<file path="config.mk">
export PLATFORM = sky130hd
export DESIGN_NAME = btle_rx_pdu_reporter
export DESIGN_NICKNAME = d
export VERILOG_FILES = /design/src/rtl/btle_hci_pkg.sv /design/src/rtl/btle_rx_pdu_reporter.sv
export SDC_FILE = /design/constraint.sdc
export NUM_CORES = 1
export LEC_CHECK = 0
export CAP_MARGIN = 15
export CORE_AREA = 2 2 74 76
export DETAILED_ROUTE_END_ITERATION = 12
export DIE_AREA = 0 0 76 78
export GPL_TIMING_DRIVEN = 0
export PLACE_DENSITY = 0.78
export RECOVER_POWER = 50
export SETUP_SLACK_MARGIN = 0.1
export SLEW_MARGIN = 20
export SYNTH_ARGS = -nofsm -noshare
export SYNTH_HDL_FRONTEND = slang
export SYNTH_SLANG_ARGS = --single-unit
</file>
<file path="constraint.sdc">
create_clock -name clk -period 3 [get_ports clk]
set_input_delay 0.6 -clock clk [delete_from_list [all_inputs] [get_ports clk]]
set_output_delay 0.6 -clock clk [all_outputs]
set_load 0.01 [all_outputs]
</file>
<file path="src/rtl/btle_hci_pkg.sv">
// rtl/btle_hci_pkg.sv - HCI framing constants and reporter FSM states shared by the RX PDU reporter
package btle_hci_pkg;

  localparam logic [7:0] HCI_PKT_EVENT      = 8'h04;
  localparam logic [7:0] HCI_EVT_LE_META    = 8'h3E;
  localparam logic [7:0] HCI_SUBEVT_RAW_PDU = 8'hFF;

  localparam int PDU_HDR_OCTETS   = 2;
  localparam int REPORT_HDR_BYTES = 6;

  localparam int STATUS_CRC_FAIL = 0;
  localparam int STATUS_TRUNC    = 1;

  typedef enum logic [2:0] {
    ST_IDLE = 3'd0,
    ST_HDR  = 3'd1,
    ST_RD   = 3'd2,
    ST_PDU  = 3'd3,
    ST_DONE = 3'd4
  } rpt_state_e;

endpackage

</file>
<file path="src/rtl/btle_rx_pdu_reporter.sv">
// rtl/btle_rx_pdu_reporter.sv - wraps each decoded RX PDU in an HCI vendor event and streams it bytewise
module btle_rx_pdu_reporter
  import btle_hci_pkg::*;
#(
  parameter int MEM_ADDR_WIDTH   = 6,
  parameter int MEM_READ_LATENCY = 1,
  parameter bit REPORT_CRC_FAIL  = 1'b1
) (
  input  logic                      clk,
  input  logic                      rst,
  input  logic                      rx_decode_end,
  input  logic                      rx_crc_ok,
  input  logic [2:0]                rx_best_phase,
  input  logic [6:0]                rx_payload_length,
  output logic [MEM_ADDR_WIDTH-1:0] rx_pdu_octet_mem_addr,
  input  logic [7:0]                rx_pdu_octet_mem_data,
  output logic [7:0]                byte_data,
  output logic                      byte_valid,
  input  logic                      byte_ready,
  output logic                      busy,
  output logic                      report_done,
  output logic [7:0]                drop_count
);

  localparam int NW    = MEM_ADDR_WIDTH + 1;
  localparam int MAX_N = 1 << MEM_ADDR_WIDTH;
  localparam int LW    = (MEM_READ_LATENCY > 1) ? $clog2(MEM_READ_LATENCY) : 1;

  rpt_state_e                state_q, state_d;
  logic [2:0]                idx_q, idx_d;
  logic [MEM_ADDR_WIDTH-1:0] k_q, k_d;
  logic [MEM_ADDR_WIDTH-1:0] addr_q, addr_d;
  logic [NW-1:0]             n_q, n_d;
  logic [7:0]                status_q, status_d;
  logic [2:0]                phase_q, phase_d;
  logic [LW-1:0]             lat_q, lat_d;
  logic [7:0]                byte_data_q, byte_data_d;
  logic                      byte_valid_q, byte_valid_d;
  logic [7:0]                drop_q, drop_d;

  logic [7:0]    len_total;
  logic          trunc_in;
  logic [NW-1:0] n_in;
  logic          reportable;
  logic          handshake;

  function automatic logic [7:0] hdr_byte(input logic [2:0] idx, input logic [NW-1:0] n,
                                          input logic [7:0] status, input logic [2:0] phase);
    logic [7:0] b;
    case (idx)
      3'd0:    b = HCI_PKT_EVENT;
      3'd1:    b = HCI_EVT_LE_META;
      3'd2:    b = 8'(n) + 8'd3;
      3'd3:    b = HCI_SUBEVT_RAW_PDU;
      3'd4:    b = status;
      default: b = {5'd0, phase};
    endcase
    return b;
  endfunction

  assign len_total  = {1'b0, rx_payload_length} + 8'(PDU_HDR_OCTETS);
  assign trunc_in   = {24'd0, len_total} > 32'(MAX_N);
  assign n_in       = trunc_in ? NW'(MAX_N) : NW'(len_total);
  assign reportable = rx_crc_ok | REPORT_CRC_FAIL;
  assign handshake  = byte_valid_q & byte_ready;

  always_comb begin
    state_d      = state_q;
    idx_d        = idx_q;
    k_d          = k_q;
    addr_d       = addr_q;
    n_d          = n_q;
    status_d     = status_q;
    phase_d      = phase_q;
    lat_d        = lat_q;
    byte_data_d  = byte_data_q;
    byte_valid_d = byte_valid_q;
    drop_d       = drop_q;

    // DONE is not IDLE, so a decode_end landing there is a drop too
    if (rx_decode_end && reportable && state_q != ST_IDLE && drop_q != 8'hFF)
      drop_d = drop_q + 8'd1;

    case (state_q)
      ST_IDLE: begin
        if (rx_decode_end && reportable) begin
          status_d                  = '0;
          status_d[STATUS_CRC_FAIL] = ~rx_crc_ok;
          status_d[STATUS_TRUNC]    = trunc_in;
          phase_d                   = rx_best_phase;
          n_d                       = n_in;
          idx_d                     = 3'd0;
          byte_data_d               = HCI_PKT_EVENT;
          byte_valid_d              = 1'b1;
          state_d                   = ST_HDR;
        end
      end
      ST_HDR: begin
        if (handshake) begin
          if (idx_q == 3'(REPORT_HDR_BYTES - 1)) begin
            byte_valid_d = 1'b0;
            k_d          = '0;
            addr_d       = '0;
            lat_d        = '0;
            state_d      = ST_RD;
          end else begin
            idx_d       = idx_q + 3'd1;
            byte_data_d = hdr_byte(idx_q + 3'd1, n_q, status_q, phase_q);
          end
        end
      end
      ST_RD: begin
        if (lat_q == LW'(MEM_READ_LATENCY - 1)) begin
          byte_data_d  = rx_pdu_octet_mem_data;
          byte_valid_d = 1'b1;
          state_d      = ST_PDU;
        end else begin
          lat_d = lat_q + LW'(1);
        end
      end
      ST_PDU: begin
        if (handshake) begin
          byte_valid_d = 1'b0;
          if (NW'(k_q) == n_q - NW'(1)) begin
            state_d = ST_DONE;
          end else begin
            k_d     = k_q + MEM_ADDR_WIDTH'(1);
            addr_d  = k_q + MEM_ADDR_WIDTH'(1);
            lat_d   = '0;
            state_d = ST_RD;
          end
        end
      end
      ST_DONE: state_d = ST_IDLE;
      default: state_d = ST_IDLE;
    endcase
  end

  always_ff @(posedge clk) begin
    if (!rst) begin
      state_q      <= ST_IDLE;
      idx_q        <= '0;
      k_q          <= '0;
      addr_q       <= '0;
      n_q          <= '0;
      status_q     <= '0;
      phase_q      <= '0;
      lat_q        <= '0;
      byte_data_q  <= '0;
      byte_valid_q <= 1'b0;
      drop_q       <= '0;
    end else begin
      state_q      <= state_d;
      idx_q        <= idx_d;
      k_q          <= k_d;
      addr_q       <= addr_d;
      n_q          <= n_d;
      status_q     <= status_d;
      phase_q      <= phase_d;
      lat_q        <= lat_d;
      byte_data_q  <= byte_data_d;
      byte_valid_q <= byte_valid_d;
      drop_q       <= drop_d;
    end
  end

  assign rx_pdu_octet_mem_addr = addr_q;
  assign byte_data             = byte_data_q;
  assign byte_valid            = byte_valid_q;
  assign busy                  = (state_q == ST_HDR) || (state_q == ST_RD) || (state_q == ST_PDU);
  assign report_done           = (state_q == ST_DONE);
  assign drop_count            = drop_q;

endmodule

</file>
# [Word level (Yosys, flattened, before mapping)]
# Index checks and enable logic that the tools add are counted.
[op_classes] add_sub_neg=7 n_mul=0 div=0 order_cmp=1 n_eq_ne=18 shifts=0 mux=33 bitwise_logic=2 reduce_logical=19
[op_table] cell="one-hot mux 8 bit (5 select lines)" n=1
[op_table] cell="two-way mux 8 bit" n=4
[op_table] cell="two-way mux 3 bit" n=9
[op_table] cell="two-way mux 6 bit" n=4
[op_table] cell="one-hot mux 8 bit (3 select lines)" n=1
[op_table] cell="AND reduction 5 bit" n=4
[op_table] cell="adder 7 x 2 -> 8 bit (second input constant)" n=2
[op_table] cell="!= test 2 bit (second input constant)" n=7
[op_table] cell="== test 3 x 2 -> 1 bit (second input constant)" n=4
[op_table] cell="one-hot mux 3 bit (4 select lines)" n=1
[op_table] cell="one-hot mux 6 bit (2 select lines)" n=1
[op_table] cell="== test 3 bit (second input constant)" n=3
[op_table] cell="nonzero test 3 bit" n=3
[op_table] cell="adder 8 x 1 -> 8 bit (second input constant)" n=1
[op_table] cell="greater-than comparator 8 x 7 -> 1 bit (second input constant)" n=1
[op_table] cell="two-way mux 1 bit" n=8
[op_table] cell="!= test 8 bit (second input constant)" n=1
[op_table] cell="== test 6 x 7 -> 1 bit" n=1
[op_table] cell="two-way mux 7 bit" n=1
[op_table] cell="subtractor 7 x 1 -> 7 bit (second input constant)" n=1
[op_table] cell="adder 6 x 1 -> 6 bit (second input constant)" n=1
[op_table] cell="== test 3 x 1 -> 1 bit (second input constant)" n=2
[op_table] cell="logical NOT 3 bit" n=2
[op_table] cell="one-hot mux 3 bit (2 select lines)" n=1
[op_table] cell="13 further kinds" n=16
[totals] regBits=42 latchBits=0 ram_bits=0 rom_bits=0 input_bits=23 output_inout_bits=25 n_memories=0

# [Logic depth before layout (Yosys ltp)]
[logic_depth] word_depth=6 ltp_mapped=11 mapped_depth_nobuf=8

# [Worst setup path after synthesis]
# No wires, ideal clock.
[synth_timing] kind="flip-flop to flip-flop" startpoint="register n_q[0]" endpoint="register state_q[1]" setup_time_ps=125 arrival_time_ps=2167 slack_ps=708 stages_incl_launch_ff=12 period_less_slack_ps=2292 cell_sequence="dfxtp_1 buf_2 inv_1 ha_1 clkbuf_1 o21bai_1 a2111oi_0 nor3_1 a21o_1 buf_6 a2111oi_4 nor3_1"
[synth_between] elab_chain_cells=5
[synth_lines] item="from (decl)" line_no="btle_rx_pdu_reporter.sv:33" rtl="logic [NW-1:0] n_q, n_d;"
[synth_lines] item="from (signal assigned)" line_no="btle_rx_pdu_reporter.sv:157" rtl="n_q <= n_d;"
[synth_lines] item="subtractor 7 x 1 -> 7 bit" line_no="btle_rx_pdu_reporter.sv:124" rtl="if (NW'(k_q) == n_q - NW'(1)) begin"
[synth_lines] item="== test 6 x 7 -> 1 bit" line_no="btle_rx_pdu_reporter.sv:124"
[synth_lines] item="two-way mux 3 bit" line_no="btle_rx_pdu_reporter.sv:124"
[synth_lines] item="two-way mux 3 bit" line_no="btle_rx_pdu_reporter.sv:122" rtl="if (handshake) begin"
[synth_lines] item="one-hot mux 3 bit (4 select lines)" line_no="btle_rx_pdu_reporter.sv:84" rtl="case (state_q)"
[synth_lines] item="to (signal assigned)" line_no="btle_rx_pdu_reporter.sv:153" rtl="state_q <= state_d;"
[synth_lines] item="to (decl)" line_no="btle_rx_pdu_reporter.sv:29" rtl="rpt_state_e state_q, state_d;"
# No other way between the ends. The select of a mux whose other input is x is not followed.
# A chain may end at the register's enable or synchronous reset.

# [Worst setup path in the final report]
# Same ends and word-level chain as after synthesis.

==> metrics.txt <==
status=complete, no violations; Antenna Cells=0; Avg Synthesized Cell Area=7.88 um^2; pin count of the biggest net entering global routing=13; Syn Inst Count=324; CP Launch Type=flop; Max Fclk=387 MHz; critical setup path kind=flop to flop; Tmin final=2580 ps; grt ovf=0; post_cts resized=0; die area=5930 um^2; Row Count=26; Max Cap Viol=0; Yosys top cell area share=32.2%; Die Y-Extent=78 um; Root Driver=clkbuf_8; Worst-path clk slew=80 ps; TritonRoute pass-1 iters=4; Final #Nets=410; worst hold path class=flop to flop; post-synth cell types=55; area delta synth->final=26.4%; via/cell ratio=5.70; Num CTS Buffers=5; clk_lat worst skew=290 ps; CORE AREA=5040 um^2; via count=2560; antenna-violating nets left=0; Final Max Slew Viols=0; Critical Path Fanout Max=10; Setup Buffers After CTS=0; Post-synth ARST share=0%; # fillers=446; CTS Hold Bufs=0; Die X=76 um; worst-margin pin slew=587 ps; CTS tree=done; #FFs+latches synth=41; initial core utilization=50.6%; synth cell count leaders=41 x dfxtp_1, 39 x nor2_1, 27 x a21oi_1; Synth area leader=dfxtp_1; number of synthesis warnings=0; crit path DAT=2760 ps; Setup violations, final=0; # port buffers=47; first-pass GRT wire length=10.6 mm; prevailing post-synth register cell=dfxtp_1; Seq/Total Area, Yosys=32.2%; GRT Resource Usage Total=21.8%; Synthesized Nets=356; power per cell area=437 nW/um^2; Lkg Pwr=1.27 nW; Ports=48; Clock Sinks=41; Remaining DRCs=0; gr busiest metal=met2; Slew headroom=60.9%; vias in the first global route=2269; met1 Use GR=26.9%; number of flops mapped to enable cells by yosys=0; H-tree Lvls=2; grt met3 use=5.23%; final hold violations=0; M2 GR Usage=37.8%; RSZ-0062 raised after global routing=no; initial antenna violation count=0; Initial DRC Count=153; Peak VDD IR=245 uV; wire per inst=14.1 um; layout cell share with drive strength beyond 1=6.33%; top cells by area, synth=dfxtp_1 32%, nor2_1 5.7%, a21oi_1 5.3%, ha_1 4.4%, xor2_1 4.1%; Clock Skew=2.89 ps; crit end category=flop; CTS Buffer Depth=2; part of the cycle the worst path needs=86.1%; Crit path required time=3170 ps; Synth Cell Area=2550 um^2; WL final=6.33 mm; final hold slack=467 ps; DP Wirelength=4.70 mm; Setup TNS Final=0 ps; Final Wtd Congestion=0.895; top-count cell post-synth=dfxtp_1
==> registers in the layout, indices dropped and copies added, names as in the netlist <==
register	cells
byte_data	8
n_q	7
state_q	3
byte_valid	1
drop_count	8
status_q	2
rx_pdu_octet_mem_addr	6
phase_q	3
idx_q	3
==> through the flow <==
| step | setup slack [ps] | total power [mW] | instance area (um^2) | cells | util [%] |
|---|---|---|---|---|---|
| finish | 417 | 1.41 | 3230 | 449 | 64.0 |
| global route | 119 | 1.50 | 3230 | 449 | 64.0 |
| CTS | 411 | 1.43 | 3230 | 449 | 64.0 |
| detailed placement | 329 | 0.967 | 3110 | 441 | 61.7 |
| global placement | 354 | 0.962 | 3110 | 441 | 61.7 |
| floorplan | 708 | 0.835 | 2550 | 324 | - |
==> power by group <==
| group | internal (mW) | leakage, nW | total (mW) | switching, mW |
|---|---|---|---|---|
| Clock | 0.271 | 0.0585 | 0.461 | 0.189 |
| Combinational | 0.158 | 0.880 | 0.346 | 0.188 |
| Sequential | 0.580 | 0.334 | 0.604 | 0.0243 |
==> cells by family (layout without fill, tap and decap cells) <==
kind of cell | count (synthesis) | count (layout) | share of synthesized area [%]
buffers and inverters | 35 | 90 | 6.32
adders and majority gates | 9 | 9 | 4.41
and+or+nand+nor | 130 | 130 | 25.9
muxes | 3 | 3 | 1.23
AOI/OAI and AO/OA | 84 | 84 | 22.4
DFF | 41 | 41 | 32.2
xor gates and xnor gates | 22 | 22 | 7.55
==> critical path: stages (launching register included) <==
cell and delay [ps]:
dfxtp_1 320, buf_2 210, inv_1 90, ha_1 190, clkbuf_1 200, o21bai_1 200
a2111oi_0 390, nor3_1 120, a21o_1 200, buf_6 130, a2111oi_4 290, nor3_1 100
==> layer usage <==
metal  up-vias  wire (um)
met5         -          0
met4         0         46
met3         4        375
met2        86       3040
met1      1194       2860
li1       1276          -
==> area by class of cell <==
class | instances | area (um^2) | area share, %
inverter | 13 | 48.8 | 1.51
tap | 70 | 87.6 | 2.71
sequential | 41 | 821 | 25.4
clock buffer | 7 | 86.3 | 2.68
clock inverter | 1 | 30.0 | 0.931
timing repair buffer | 47 | 470 | 14.6
buffer | 22 | 113 | 3.49
multi-input combinational | 248 | 1570 | 48.7
==> cell usage in the layout (no fill, tap or decap), drive strengths merged, types with 12 or more instances in the layout <==
master and n:
a21oi 27, clkbuf 21, clkdlybuf4s50 23, dfxtp 41, inv 13, o21ai 13, nor2 39, dlygate4sd3 24
nand2 26, xor2 12, nor3 14
==> final timing paths <==
| kind | start | endpoint | slack, ps | cells after the start |
|---|---|---|---|---|
| hold / removal | phase_q[2] | phase_q[2] | 470 | 2 |
| hold reg to reg | phase_q[2] | phase_q[2] | 470 | 2 |
| setup reg to reg | n_q[0] | state_q[1] | 420 | 11 |
| setup / recovery | n_q[0] | state_q[1] | 420 | 11 |
(Power assumes the default switching activity.)
